===== config.mk =====
export PLATFORM = sky130hd
export DESIGN_NAME = mem_port_arbiter
export DESIGN_NICKNAME = d
export VERILOG_FILES = /design/src/rtl/mem_port_arbiter.sv
export SDC_FILE = /design/constraint.sdc
export NUM_CORES = 1
export LEC_CHECK = 0
export CAP_MARGIN = 10
export CORE_AREA = 2 2 87 89
export CTS_BUF_LIST = sky130_fd_sc_hd__clkbuf_8
export CTS_CLUSTER_SIZE = 25
export DETAILED_ROUTE_END_ITERATION = 7
export DIE_AREA = 0 0 89 91
export PLACE_DENSITY = 0.71
export SLEW_MARGIN = 10
export SYNTH_ARGS = -nofsm -noshare
export SYNTH_HDL_FRONTEND = slang
export SYNTH_SLANG_ARGS = --single-unit

===== constraint.sdc =====
create_clock -name clk -period 3.65 [get_ports clk]
set_clock_uncertainty 0.15 [all_clocks]
set_input_delay 0.9125 -clock clk [delete_from_list [all_inputs] [get_ports clk]]
set_output_delay 0.9125 -clock clk [all_outputs]
set_load 0.02 [all_outputs]

===== src/rtl/mem_port_arbiter.sv =====
// mem_port_arbiter
//   Arbitrates the single port of the 1024x32 block RAM between three
//   requesters: instruction fetch (read-only), the bit-serial data path and
//   the debug/loader port. At most one grant per cycle. The winner drives the
//   RAM in the same cycle, and its rvalid strobe follows one cycle later.
//   A data access issued with data_lock=1 keeps the port for the data path
//   until a data access with data_lock=0, so sub-word read-modify-write
//   sequences cannot be interleaved with other requesters.
//
// Ports
//   clk, rst                        clock, synchronous active-high reset
//   fetch_req/addr -> fetch_gnt     fetch request, combinational grant
//   fetch_rvalid                    completion, one cycle after grant
//   data_req/lock/addr/wdata/we_mask -> data_gnt, data_rvalid
//   dbg_req/addr/wdata/we_mask      -> dbg_gnt,  dbg_rvalid
//   mem_en/addr/din/wr_mask         RAM command from the granted requester
//   mem_dout -> rdata               RAM read data, passed straight through
module mem_port_arbiter #(
  parameter int ADDR_WIDTH   = 10,
  parameter int DATA_WIDTH   = 32,
  parameter int STARVE_LIMIT = 8
) (
  input  logic                    clk,
  input  logic                    rst,
  input  logic                    fetch_req,
  input  logic [ADDR_WIDTH-1:0]   fetch_addr,
  output logic                    fetch_gnt,
  output logic                    fetch_rvalid,
  input  logic                    data_req,
  input  logic                    data_lock,
  input  logic [ADDR_WIDTH-1:0]   data_addr,
  input  logic [DATA_WIDTH-1:0]   data_wdata,
  input  logic [DATA_WIDTH/8-1:0] data_we_mask,
  output logic                    data_gnt,
  output logic                    data_rvalid,
  input  logic                    dbg_req,
  input  logic [ADDR_WIDTH-1:0]   dbg_addr,
  input  logic [DATA_WIDTH-1:0]   dbg_wdata,
  input  logic [DATA_WIDTH/8-1:0] dbg_we_mask,
  output logic                    dbg_gnt,
  output logic                    dbg_rvalid,
  output logic                    mem_en,
  output logic [ADDR_WIDTH-1:0]   mem_addr,
  output logic [DATA_WIDTH-1:0]   mem_din,
  output logic [DATA_WIDTH/8-1:0] mem_wr_mask,
  input  logic [DATA_WIDTH-1:0]   mem_dout,
  output logic [DATA_WIDTH-1:0]   rdata
);

  localparam int MASK_WIDTH = DATA_WIDTH / 8;
  localparam logic [3:0] STARVE_MAX = 4'(STARVE_LIMIT);

  typedef enum logic [0:0] {
    ST_OPEN   = 1'b0,
    ST_LOCKED = 1'b1
  } state_t;

  state_t     state_r;
  logic [3:0] starve_cnt_r;
  logic       fetch_rvalid_r;
  logic       data_rvalid_r;
  logic       dbg_rvalid_r;

  logic       fetch_gnt_s;
  logic       data_gnt_s;
  logic       dbg_gnt_s;
  logic       starved_s;

  assign starved_s = (starve_cnt_r == STARVE_MAX);

  // Grant selection: reset blocks everything, LOCKED admits only data,
  // otherwise starved fetch > dbg > data > fetch.
  always_comb begin
    fetch_gnt_s = 1'b0;
    data_gnt_s  = 1'b0;
    dbg_gnt_s   = 1'b0;
    if (rst) begin
      fetch_gnt_s = 1'b0;
    end else if (state_r == ST_LOCKED) begin
      data_gnt_s = data_req;
    end else if (fetch_req && starved_s) begin
      fetch_gnt_s = 1'b1;
    end else if (dbg_req) begin
      dbg_gnt_s = 1'b1;
    end else if (data_req) begin
      data_gnt_s = 1'b1;
    end else begin
      fetch_gnt_s = fetch_req;
    end
  end

  // RAM command mux; fetch is read-only so its mask and write data are zero.
  always_comb begin
    mem_addr    = {ADDR_WIDTH{1'b0}};
    mem_din     = {DATA_WIDTH{1'b0}};
    mem_wr_mask = {MASK_WIDTH{1'b0}};
    case ({dbg_gnt_s, data_gnt_s, fetch_gnt_s})
      3'b001: begin
        mem_addr = fetch_addr;
      end
      3'b010: begin
        mem_addr    = data_addr;
        mem_din     = data_wdata;
        mem_wr_mask = data_we_mask;
      end
      3'b100: begin
        mem_addr    = dbg_addr;
        mem_din     = dbg_wdata;
        mem_wr_mask = dbg_we_mask;
      end
      default: begin
        mem_addr    = {ADDR_WIDTH{1'b0}};
        mem_din     = {DATA_WIDTH{1'b0}};
        mem_wr_mask = {MASK_WIDTH{1'b0}};
      end
    endcase
  end

  // Lock state, fetch starvation counter and completion strobes.
  always_ff @(posedge clk) begin
    if (rst) begin
      state_r        <= ST_OPEN;
      starve_cnt_r   <= 4'd0;
      fetch_rvalid_r <= 1'b0;
      data_rvalid_r  <= 1'b0;
      dbg_rvalid_r   <= 1'b0;
    end else begin
      fetch_rvalid_r <= fetch_gnt_s;
      data_rvalid_r  <= data_gnt_s;
      dbg_rvalid_r   <= dbg_gnt_s;

      case (state_r)
        ST_OPEN: begin
          if (data_gnt_s && data_lock) begin
            state_r <= ST_LOCKED;
          end else begin
            state_r <= ST_OPEN;
          end
        end
        ST_LOCKED: begin
          if (data_gnt_s && !data_lock) begin
            state_r <= ST_OPEN;
          end else begin
            state_r <= ST_LOCKED;
          end
        end
        default: begin
          state_r <= ST_OPEN;
        end
      endcase

      // The counter is frozen while locked so fetch keeps its place in line.
      if (state_r == ST_LOCKED) begin
        starve_cnt_r <= starve_cnt_r;
      end else if (!fetch_req || fetch_gnt_s) begin
        starve_cnt_r <= 4'd0;
      end else if (starve_cnt_r != STARVE_MAX) begin
        starve_cnt_r <= starve_cnt_r + 4'd1;
      end else begin
        starve_cnt_r <= starve_cnt_r;
      end
    end
  end

  assign fetch_gnt = fetch_gnt_s;
  assign data_gnt  = data_gnt_s;
  assign dbg_gnt   = dbg_gnt_s;
  assign mem_en    = fetch_gnt_s | data_gnt_s | dbg_gnt_s;

  // A completion due in a reset cycle is dropped rather than delivered.
  assign fetch_rvalid = fetch_rvalid_r & ~rst;
  assign data_rvalid  = data_rvalid_r & ~rst;
  assign dbg_rvalid   = dbg_rvalid_r & ~rst;

  assign rdata = mem_dout;

endmodule


# Yosys cells after proc, flatten, opt, wreduce, memory -nomap -nowiden
# Cells that the tools add are included.
dict set report totals {
  mem_bits_ro 0
  regBits 8
  ramBits 0
  mem_count 0
  inputBits 140
  output_inout_bits 85
  latch_bits 0
}
dict set report op_classes {
  eq_ne 5
  mul 0
  shift 0
  n_addsub 1
  div 0
  n_bitwise 7
  n_reduce_logical 8
  magnitude_cmp 0
  mux 22
}
# operator n
set ops {}
lappend ops {{case mux 32 bit (2 select lines)} 1}
lappend ops {{case mux 10 bit (3 select lines)} 1}
lappend ops {{2-to-1 mux 1 bit} 16}
lappend ops {{2-to-1 mux 4 bit} 2}
lappend ops {{case mux 4 bit (2 select lines)} 1}
lappend ops {{adder 4 x 1 -> 4 bit (second input constant)} 1}
lappend ops {{== test 4 bit (second input constant)} 1}
lappend ops {{inequality test 4 bit (second input constant)} 1}
lappend ops {{AND 1 bit} 3}
lappend ops {{== test 3 x 1 -> 1 bit (second input constant)} 1}
lappend ops {{== test 3 x 2 -> 1 bit (second input constant)} 1}
lappend ops {{== test 3 bit (second input constant)} 1}
lappend ops {{logical AND 1 bit} 3}
lappend ops {{logical NOT 1 bit} 2}
lappend ops {{inverter 1 bit} 2}
lappend ops {{OR 1 bit} 2}
lappend ops {{case mux 1 bit (2 select lines)} 1}
lappend ops {{AND reduction 2 bit} 1}
lappend ops {{nonzero test 2 bit} 1}
lappend ops {{logical OR 1 bit} 1}

# Logic depth before layout (Yosys ltp)
# Gate-level depths: netlist of the first run.
dict set report logic_depth {
  ltp_word 8
  mapped_depth 7
  mapped_depth_nobuf 5
}

# Worst setup path before layout of the first run
# OpenSTA, ideal clock, no wires.
dict set report synth_path {
  path_type {in2out}
  start {input fetch_req}
  end {output mem_din[17]}
  required_ps 2588
  t_arrival_ps 1966
  slack_ps 621
  cell_stages 4
  cell_sequence {nand4b_1 -> and3_1 -> clkbuf_1 -> a22o_1}
}
dict set report synth_via {
  word_cells_on_any_way 15
}
# element line
set synth_rtl {}
lappend synth_rtl {{start: declaration} 25} ;# input logic fetch_req,
lappend synth_rtl {{logical AND 1 bit (*)} 81} ;# end else if (fetch_req && starved_s) begin
lappend synth_rtl {{2-to-1 mux 1 bit (*)} 81}
lappend synth_rtl {{2-to-1 mux 1 bit (*)} 79} ;# end else if (state_r == ST_LOCKED) begin
lappend synth_rtl {{2-to-1 mux 1 bit (*)} 77} ;# if (rst) begin
lappend synth_rtl {{named net dbg_gnt} 40} ;# output logic dbg_gnt,
lappend synth_rtl {{== test 3 bit or == test 3 x 2 -> 1 bit (tied branches)} 97} ;# case ({dbg_gnt_s, data_gnt_s, fetch_gnt_s})
lappend synth_rtl {{case mux 32 bit (2 select lines) (*)} 97}
lappend synth_rtl {{end: declaration} 44} ;# output logic [DATA_WIDTH-1:0] mem_din,
# Mark *: on every way through the listed nets, which the timed path passes. The rest lies on a longest branch.

# Worst setup path after layout of the first run
dict set report layout_path {
  start {input fetch_req}
  end {output mem_din[4]}
}
dict set report layout_via {
  elab_chain_cells 7
  word_cells_on_any_way 15
}
# element line
set layout_rtl {}
lappend layout_rtl {{2-to-1 mux 1 bit} 85} ;# end else if (data_req) begin
lappend layout_rtl {{2-to-1 mux 1 bit} 83} ;# end else if (dbg_req) begin
lappend layout_rtl {{2-to-1 mux 1 bit} 81}
lappend layout_rtl {{2-to-1 mux 1 bit} 79}
lappend layout_rtl {{2-to-1 mux 1 bit} 77}
lappend layout_rtl {{== test 3 bit or == test 3 x 2 -> 1 bit (tied branches)} 97}
lappend layout_rtl {{case mux 32 bit (2 select lines) (*)} 97}
# Mark *: on every way between the ends. The rest lies on a longest branch, timed or not.

==> impl_metrics.py, run 1 <==
metrics = {
    "logic_synthesis": {
        "synth_cell_types": 28,
        "synthArstFlopShare_pct": 0,
        "synth-edff-count": 0,
        "synth-seq-area-share_pct": 12.80,
        "synth_fp_nets": 294,
        "synth.most_common_cell": "a22o_1",
        "yosys.area.top_type_share_pct": 25.20,
        "postSynthAreaPerCell_um2": 8.232,
        "synth-seq-cells": 8,
        "yosysTopAreaCell": "a22o_1",
        "ys_warn_count": 0,
        "synth_area_leaders": "a22o_1, buf_4, dfxtp_1, a221o_1, and3_1",
        "synth_cells": 152,
        "netlist_area_um2": 1251,
        "synthTopCellsByCount": "a22o_1, buf_4, and3_1, a221o_1, dfxtp_1",
        "ys.flop_type": "dfxtp_1",
    },
    "job": {
        "drv_cap": 0,
    },
    "sta": {
        "hold_viol": 0,
        "maxSlewHeadroom_pct": 74.33,
        "finalSetupViolations": 0,
        "setup_ws_ns": 0.1627,
        "fmaxAchievable_mhz": 286.8,
        "final-max-slew-violation-count": 0,
        "rsz0062_at_grt": "no",
        "worst_pin_slew_ns": 0.3845,
        "fin_hold_ws_ns": 0.3416,
        "final.period_utilization_pct": 95.54,
        "min_period_ns": 3.487,
    },
    "placed_design": {
        "dp_cells": 381,
        "io_buffers": 160,
        "hpwl_mm": 4.773,
        "place_worst_setup_slack_ns": -0.3987,
        "gp_congestion": 0.8361,
        "place_area_um2": 2810,
    },
    "detailed_routing": {
        "drtAntennaViolNets": 0,
        "top_layer": "met4",
        "drt_first_pass_iters": 4,
        "drcViolationCount": 0,
        "dr_wl_met2_mm": 3.371,
        "wl_met1_mm": 2.814,
        "wl_met3_um": 661,
        "avgViaCountPerCell": 4.537,
        "num_vias": 1783,
        "first_iter_violations": 58,
        "drt_wl_total_mm": 6.855,
        "wire_per_inst_um": 17.44,
    },
    "clocking": {
        "ctsHtreeMaxLevel": 1,
        "clock-sinks": 8,
        "cts_root_buffer": "clkbuf_8",
        "clk_latency_ns": 0.23,
        "clk_path_buf_depth": 2,
        "cts_tree": "done",
        "clkTransAtPathRegs_ns": 0.04,
        "cts_inserted_buffers": 3,
    },
    "power_and_ir_drop": {
        "irDropWorstVdd_uv": 200.1,
        "p_leak_nw": 1.284,
        "powerDensity_nw_per_um2": 190.2,
    },
    "final_layout": {
        "fin_nets": 438,
        "fin_util_pct": 40.81,
        "fin_cells": 393,
        "multi_input_area_um2": 788.3,
        "antennaDiodeCount": 0,
        "num-fill-cells": 736,
        "drive_gt1_share_pct": 27.89,
        "syn_to_final_growth_pct": 132.8,
        "fin_area_um2": 2913,
        "register_area_um2": 160.2,
    },
    "critical_path": {
        "max_stage_delay_ns": 0.32,
        "crit_chain": "dlygate4sd2_1 > and4b_4 > o41ai_4 > buf_6 > clkbuf_16 > a22o_1 > buf_4",
        "worstSetupEndpointType": "output pin",
        "critPathMaxFanout": 6,
        "crit_family": "buffers and inverters",
        "cp-start-kind": "input pin",
        "path_class": "in2out",
        "r2r_slack_ns": 2.05,
        "arrival_ns": 2.42,
        "path_buf_inv": 4,
        "crit_path_top_delay_cell": "o41ai_4",
        "worstPathRequired_ns": 2.59,
    },
    "global_route": {
        "grt_max_degree": 28,
        "grt.overflow.total": 0,
        "grt_pass1_vias": 1629,
        "antenna_found_initial": 0,
        "grt_pass1_wl_mm": 8.880,
        "grt_use_total_pct": 13.99,
    },
    "floorplanning": {
        "rows": 31,
        "start_util_pct": 17.53,
        "die_h_um": 91,
        "dieArea_um2": 8099,
        "io_pins": 225,
        "die_w_um": 89,
        "core_area_um2": 7137,
    },
    "min_path": {
        "hp-class": "reg2reg",
    },
    "outcome": {
        "status": "completed",
    },
}
==> metrics by stage <==
step	setup TNS (ns)	total power [mW]
6_report	0	0.5539
5_1_grt	0	0.5800
4_1_cts	-0.3834	0.5401
3_5_place_dp	-16.95	0.4469
3_3_place_gp	-16.78	0.4475
2_1_floorplan	0	0.2742
==> worst reg2reg max path: cells and delay by family (launching register included) <==
family	cells	cell delay, ns
flip-flops	1	0.39
buffers and inverters	3	0.34
AND/OR/NAND/NOR	1	0.22
adder cells (fa/ha/maj)	1	0.21
AO/OA/AOI/OAI	1	0.21
==> layout make-up <==
class,count,area share (%)
clock buffer,3,1.418
inverter,4,0.5155
multi-input combinational,95,27.06
sequential,8,5.498
tap,99,4.253
timing repair buffer,184,61.25
==> final timing paths <==
| check | start | endpoint | depth (start not counted) |
|---|---|---|---|
| setup / recovery | fetch_req | mem_din[4] | 7 |
| hold / removal | starve_cnt_r[1] | starve_cnt_r[1] | 2 |
| setup reg to reg | starve_cnt_r[0] | data_rvalid_r | 6 |
| hold reg to reg | starve_cnt_r[1] | starve_cnt_r[1] | 2 |
==> layout by cell type (no fill, tap or decap), types with 2 or more instances in the layout <==
cell type / n
nand4b_1: 2
and3_1: 11
clkdlybuf4s15_2: 12
nand3_1: 2
buf_12: 4
buf_6: 10
buf_2: 20
dlygate4sd2_1: 4
dfxtp_1: 8
nor2_1: 3
dlymetal6s2s_1: 2
a21oi_1: 3
nand2_1: 4
a221o_1: 10
inv_1: 3
buf_4: 23
clkbuf_8: 3
o21a_1: 3
nor3b_1: 2
ha_1: 2
nor2b_1: 4
clkdlybuf4s50_1: 106
a22o_4: 2
a22o_1: 34
a31oi_1: 2
==> timing repair <==
item / CTS / global route
gates resized for setup: 175 / 42
hold endpoints to repair: 0 / 0
pin swaps: 2 / 4
buffers inserted: 5 / 1
endpoints found under the setup margin: 50 / 46
hold buffers: 0 / 0
cloned: 2 / 2
==> report_power, final <==
group	switching, mW	internal [mW]
combinational	0.143	0.209
sequential	0.00340	0.0911
clock	0.0353	0.0715
total	0.182	0.372
==> routing by layer <==
metal	track usage, %	vias up
li1	-	846
met1	17.52	848
met2	25.12	87
met3	2.273	2
met4	2.239	0
met5	0	-
==> logic make-up after synthesis <==
| group | count (synthesis) | share of synthesized area, % |
|---|---|---|
| AO/OA/AOI/OAI | 57 | 40.70 |
| adder cells (fa/ha/maj) | 2 | 2.000 |
| AND/OR/NAND/NOR | 36 | 18.00 |
| buffers and inverters | 49 | 26.50 |
| flip-flops | 8 | 12.80 |
Power figures use the tool's default switching activity.
==> run 2: changes to the inputs <==
--- a/config.mk
+++ b/config.mk
@@ -12,6 +12,7 @@
 export DETAILED_ROUTE_END_ITERATION = 7
 export DIE_AREA = 0 0 89 91
 export PLACE_DENSITY = 0.71
+export REMOVE_ABC_BUFFERS = 1
 export SLEW_MARGIN = 10
 export SYNTH_ARGS = -nofsm -noshare
 export SYNTH_HDL_FRONTEND = slang
==> impl_metrics.py, run 2 (same netlist as run 1, synthesis figures left out) <==
metrics = {
    "outcome": {
        "status": "completed",
    },
    "final_layout": {
        "drive_gt1_share_pct": 27.06,
        "final_cell_mix": "clkdlybuf4s50_1, a22o_1, buf_4",
        "fin_nets": 447,
        "fin_util_pct": 40.16,
        "syn_to_final_growth_pct": 129.1,
        "layout_commonest_cell": "clkdlybuf4s50_1",
        "antennaDiodeCount": 0,
    },
    "floorplanning": {
        "dieArea_um2": 8099,
        "rows": 31,
        "die_h_um": 91,
        "io_pins": 225,
        "start_util_pct": 17.53,
        "core_area_um2": 7137,
        "die_w_um": 89,
    },
    "clocking": {
        "cts_root_buffer": "clkbuf_8",
        "cts_inserted_buffers": 3,
        "clock-sinks": 8,
        "clk_path_buf_depth": 2,
        "ctsHtreeMaxLevel": 1,
        "clk_latency_ns": 0.23,
        "cts_tree": "done",
        "clkTransAtPathRegs_ns": 0.04,
    },
    "sta": {
        "finalSetupViolations": 0,
        "rsz0062_at_grt": "no",
        "final-max-slew-violation-count": 0,
        "worst_pin_slew_ns": 0.3957,
        "final.period_utilization_pct": 96.64,
        "fmaxAchievable_mhz": 283.5,
        "fin_hold_ws_ns": 0.3458,
        "min_period_ns": 3.527,
        "hold_viol": 0,
        "maxSlewHeadroom_pct": 73.59,
    },
    "critical_path": {
        "worstPathRequired_ns": 2.59,
        "critPathMaxFanout": 17,
        "crit_path_top_delay_cell": "or3_1",
        "crit_family": "buffers and inverters",
        "cp-start-kind": "input pin",
        "max_stage_delay_ns": 0.35,
        "worstSetupEndpointType": "output pin",
        "crit_chain": "clkdlybuf4s15_1 > and4b_4 > o41ai_4 > buf_6 > bufbuf_16 > or3_1 > buf_2",
        "path_buf_inv": 4,
        "path_class": "in2out",
        "arrival_ns": 2.46,
    },
    "placed_design": {
        "hpwl_mm": 5.882,
        "gp_congestion": 0.8340,
        "io_buffers": 160,
    },
    "detailed_routing": {
        "first_iter_violations": 53,
        "drtAntennaViolNets": 0,
        "num_vias": 1873,
        "wl_met3_mm": 1.013,
        "wire_per_inst_um": 18.97,
        "top_layer": "met4",
        "drt_first_pass_iters": 4,
        "drt_wl_total_mm": 7.626,
        "avgViaCountPerCell": 4.659,
        "wl_met1_mm": 3.245,
        "dr_wl_met2_mm": 3.305,
        "drcViolationCount": 0,
    },
    "min_path": {
        "hp-class": "reg2reg",
    },
    "global_route": {
        "grt_max_degree": 39,
        "grt_pass1_wl_mm": 10.38,
        "grt.overflow.total": 0,
        "grt_pass1_vias": 1836,
        "grt_use_total_pct": 16.84,
        "antenna_found_initial": 0,
    },
    "power_and_ir_drop": {
        "p_leak_nw": 1.272,
        "irDropWorstVdd_uv": 146.7,
        "powerDensity_nw_per_um2": 186.9,
        "power.total_mw": 0.5357,
    },
    "job": {
        "drv_cap": 0,
    },
}
run 2: changes by cell type in the layout (fill, tap and decap cells not counted), sizes merged:
cell,change
clkdlybuf4s50,+1
dlygate4sd2,-1
clkbuf,+13
bufbuf,+1
dlymetal6s2s,-2
buf,-3
run 2: worst reg2reg max path: stages, from the launching register on:
cell and delay (ns):
dfxtp_1 0.55, nand3b_1 0.20, buf_4 0.18, buf_4 0.12, buf_4 0.12, buf_4 0.12, buf_4 0.12, buf_4 0.12
buf_4 0.12, buf_4 0.12, buf_4 0.12, buf_4 0.12, buf_4 0.12, buf_4 0.12, buf_4 0.11, buf_4 0.12
buf_4 0.12, buf_4 0.12, buf_4 0.12, o41ai_1 0.05
run 2: repair_timing:
action	CTS	global route
resized for setup	153	27
pin swaps	3	1
hold buffers	0	0
cloned	1	0
setup endpoints to repair	50	44
setup buffers	17	0
run 2: final timing paths:
path / slack [ns] / startpoint / end / cells after the start
max: 0.12 / fetch_req / mem_en / 7
min: 0.35 / starve_cnt_r[1] / starve_cnt_r[1] / 2
max reg2reg: 0.52 / flip-flop / data_rvalid_r / 19
min reg2reg: 0.35 / starve_cnt_r[1] / starve_cnt_r[1] / 2
run 2: metrics by stage:
step	cells	setup slack (ns)	TNS (ns)	cell area (um^2)
floorplan	107	-0.3803	-16.57	934.6
global route	402	0.01632	0	2867
detailed placement	381	-0.4422	-18.09	2810
global placement	381	-0.4359	-16.66	2810
CTS	402	0.006834	0	2924
finish	402	0.1226	0	2867
run 2: routing by layer:
layer	vias up	track usage, %
met3	6	8.000
met2	128	25.25
met4	0	3.109
met1	878	22.14
li1	861	-
met5	-	0
run 2: final cells by class:
cell class / instances / area [um^2]
Fill cell: 731 / 4270
Clock buffer: 3 / 41.29
Inverter: 4 / 15.01
Tap cell: 99 / 123.9
Timing Repair Buffer: 193 / 1762
Multi-Input combinational cell: 95 / 764.5
Sequential cell: 8 / 160.2
run 2: power by group:
group / switching, mW / internal, mW
Sequential: 0.00356 / 0.0911
Combinational: 0.137 / 0.195
Clock: 0.0369 / 0.0716
Total: 0.178 / 0.358
==> run 3: changes to the inputs <==
--- a/config.mk
+++ b/config.mk
@@ -6,14 +6,16 @@
 export NUM_CORES = 1
 export LEC_CHECK = 0
 export CAP_MARGIN = 10
-export CORE_AREA = 2 2 87 89
+export CELL_PAD_IN_SITES_DETAIL_PLACEMENT = 0
+export CELL_PAD_IN_SITES_GLOBAL_PLACEMENT = 1
+export CORE_ASPECT_RATIO = 1.4
+export CORE_UTILIZATION = 13
 export CTS_BUF_LIST = sky130_fd_sc_hd__clkbuf_8
 export CTS_CLUSTER_SIZE = 25
 export DETAILED_ROUTE_END_ITERATION = 7
-export DIE_AREA = 0 0 89 91
-export PLACE_DENSITY = 0.71
+export PLACE_DENSITY_LB_ADDON = 0.1
 export REMOVE_ABC_BUFFERS = 1
-export SLEW_MARGIN = 10
+export SLEW_MARGIN = 20
 export SYNTH_ARGS = -nofsm -noshare
 export SYNTH_HDL_FRONTEND = slang
 export SYNTH_SLANG_ARGS = --single-unit
==> impl_metrics.py, run 3 (same netlist as run 1, synthesis figures left out) <==
metrics = {
    "outcome": {
        "status": "finished with violations",
        "violations": "DRC",
    },
    "sta": {
        "finalSetupViolations": 0,
        "worst_pin_slew_ns": 0.4714,
        "fmaxAchievable_mhz": 278.1,
        "rsz0062_at_grt": "no",
        "maxSlewHeadroom_pct": 68.53,
        "hold_viol": 0,
        "fin_setup_tns_ns": 0,
        "fin_hold_ws_ns": 0.3524,
        "final-max-slew-violation-count": 0,
        "setup_ws_ns": 0.05417,
        "min_period_ns": 3.596,
        "final.period_utilization_pct": 98.52,
    },
    "critical_path": {
        "path_class": "in2out",
        "arrival_ns": 2.53,
        "critPathMaxFanout": 10,
        "cp-start-kind": "input pin",
        "worstPathRequired_ns": 2.59,
        "worstSetupEndpointType": "output pin",
    },
    "placed_design": {
        "place_worst_setup_slack_ns": -0.4318,
        "gp_congestion": 0.8262,
        "place_area_um2": 2849,
        "dp_cells": 396,
        "io_buffers": 160,
        "hpwl_mm": 8.990,
    },
    "clocking": {
        "clkTransAtPathRegs_ns": 0.05,
        "ctsHtreeMaxLevel": 1,
        "cts_root_buffer": "clkbuf_8",
        "clk_latency_ns": 0.23,
        "clk_path_buf_depth": 2,
        "cts_hold_buf": 0,
        "cts_inserted_buffers": 3,
        "cts_tree": "done",
        "clock-sinks": 8,
    },
    "detailed_routing": {
        "avgViaCountPerCell": 4.526,
        "num_vias": 1919,
        "drcViolationCount": 21,
        "drt_first_pass_iters": 6,
        "wire_per_inst_um": 26.06,
        "drtAntennaViolNets": 0,
        "first_iter_violations": 106,
        "drt_wl_total_mm": 11.05,
    },
    "min_path": {
        "hp-class": "reg2reg",
    },
    "final_layout": {
        "fin_util_pct": 31.80,
        "drive_gt1_share_pct": 30.89,
        "fin_cells": 424,
        "fin_area_um2": 2992,
        "layout_commonest_cell": "clkdlybuf4s50_1",
        "syn_to_final_growth_pct": 139.1,
        "final_cell_mix": "clkdlybuf4s50_1, buf_4, a22o_1",
        "fin_nets": 458,
        "antennaDiodeCount": 0,
    },
    "global_route": {
        "antenna_found_initial": 0,
        "grt_use_total_pct": 21.48,
        "grt_pass1_wl_mm": 14.87,
        "grt.overflow.total": 0,
        "grt_pass1_vias": 1906,
        "grt_max_degree": 35,
    },
    "floorplanning": {
        "die_w_um": 84.92,
        "dieArea_um2": 10030,
        "rows": 42,
        "core_area_um2": 9407,
        "die_h_um": 118.1,
        "start_util_pct": 13.30,
        "io_pins": 225,
    },
    "power_and_ir_drop": {
        "power.total_mw": 0.5600,
        "powerDensity_nw_per_um2": 187.2,
        "irDropWorstVdd_uv": 120.6,
        "p_leak_nw": 1.334,
    },
    "job": {
        "drv_cap": 0,
    },
}
run 3: timing repair:
action / CTS / global route
setup buffers: 23 / 0
pin swaps: 2 / 1
gates resized for setup: 192 / 1
gates cloned: 2 / 0
endpoints found under the setup margin: 48 / 31
run 3: per-layer routing:
metal  wire length (um)  GRT usage [%]  vias to the layer above
li1                   -              -                      889
met1               3573          19.61                      857
met2               5612          39.43                      163
met3               1706          14.52                        8
met4                 96          2.542                        2
met5                 62          4.813                        -
run 3: area by class of cell:
| class | count | area, um^2 |
|---|---|---|
| flip-flops and latches | 8 | 160.2 |
| fillers | 990 | 6415 |
| repair buffers | 204 | 1873 |
| well taps | 110 | 137.6 |
| multi-input cells | 95 | 764.5 |
| inverters | 4 | 15.01 |
| clock buffers | 3 | 41.29 |
run 3: power breakdown:
group	total, mW	internal, mW	switching (mW)	leakage, nW
Combinational	0.354	0.209	0.145	1.25
Sequential	0.0943	0.0909	0.00339	0.0653
Clock	0.112	0.0720	0.0399	0.0216
Total	0.560	0.371	0.189	1.33
run 3: final timing paths:
| path | slack (ns) | from | endpoint | cells past startpoint |
|---|---|---|---|---|
| setup reg to reg | 0.55 | flip-flop | data_rvalid_r | 18 |
| hold / removal | 0.35 | starve_cnt_r[1] | starve_cnt_r[1] | 2 |
| hold reg to reg | 0.35 | starve_cnt_r[1] | starve_cnt_r[1] | 2 |
| setup / recovery | 0.05 | data_req | mem_en | 8 |
run 3: worst max-delay path: stages:
cell	delay, ns
dlygate4sd2_1	0.25
buf_4	0.15
nand3b_1	0.14
o41ai_4	0.13
buf_4	0.16
buf_6	0.14
or3_1	0.37
clkdlybuf4s15_2	0.27
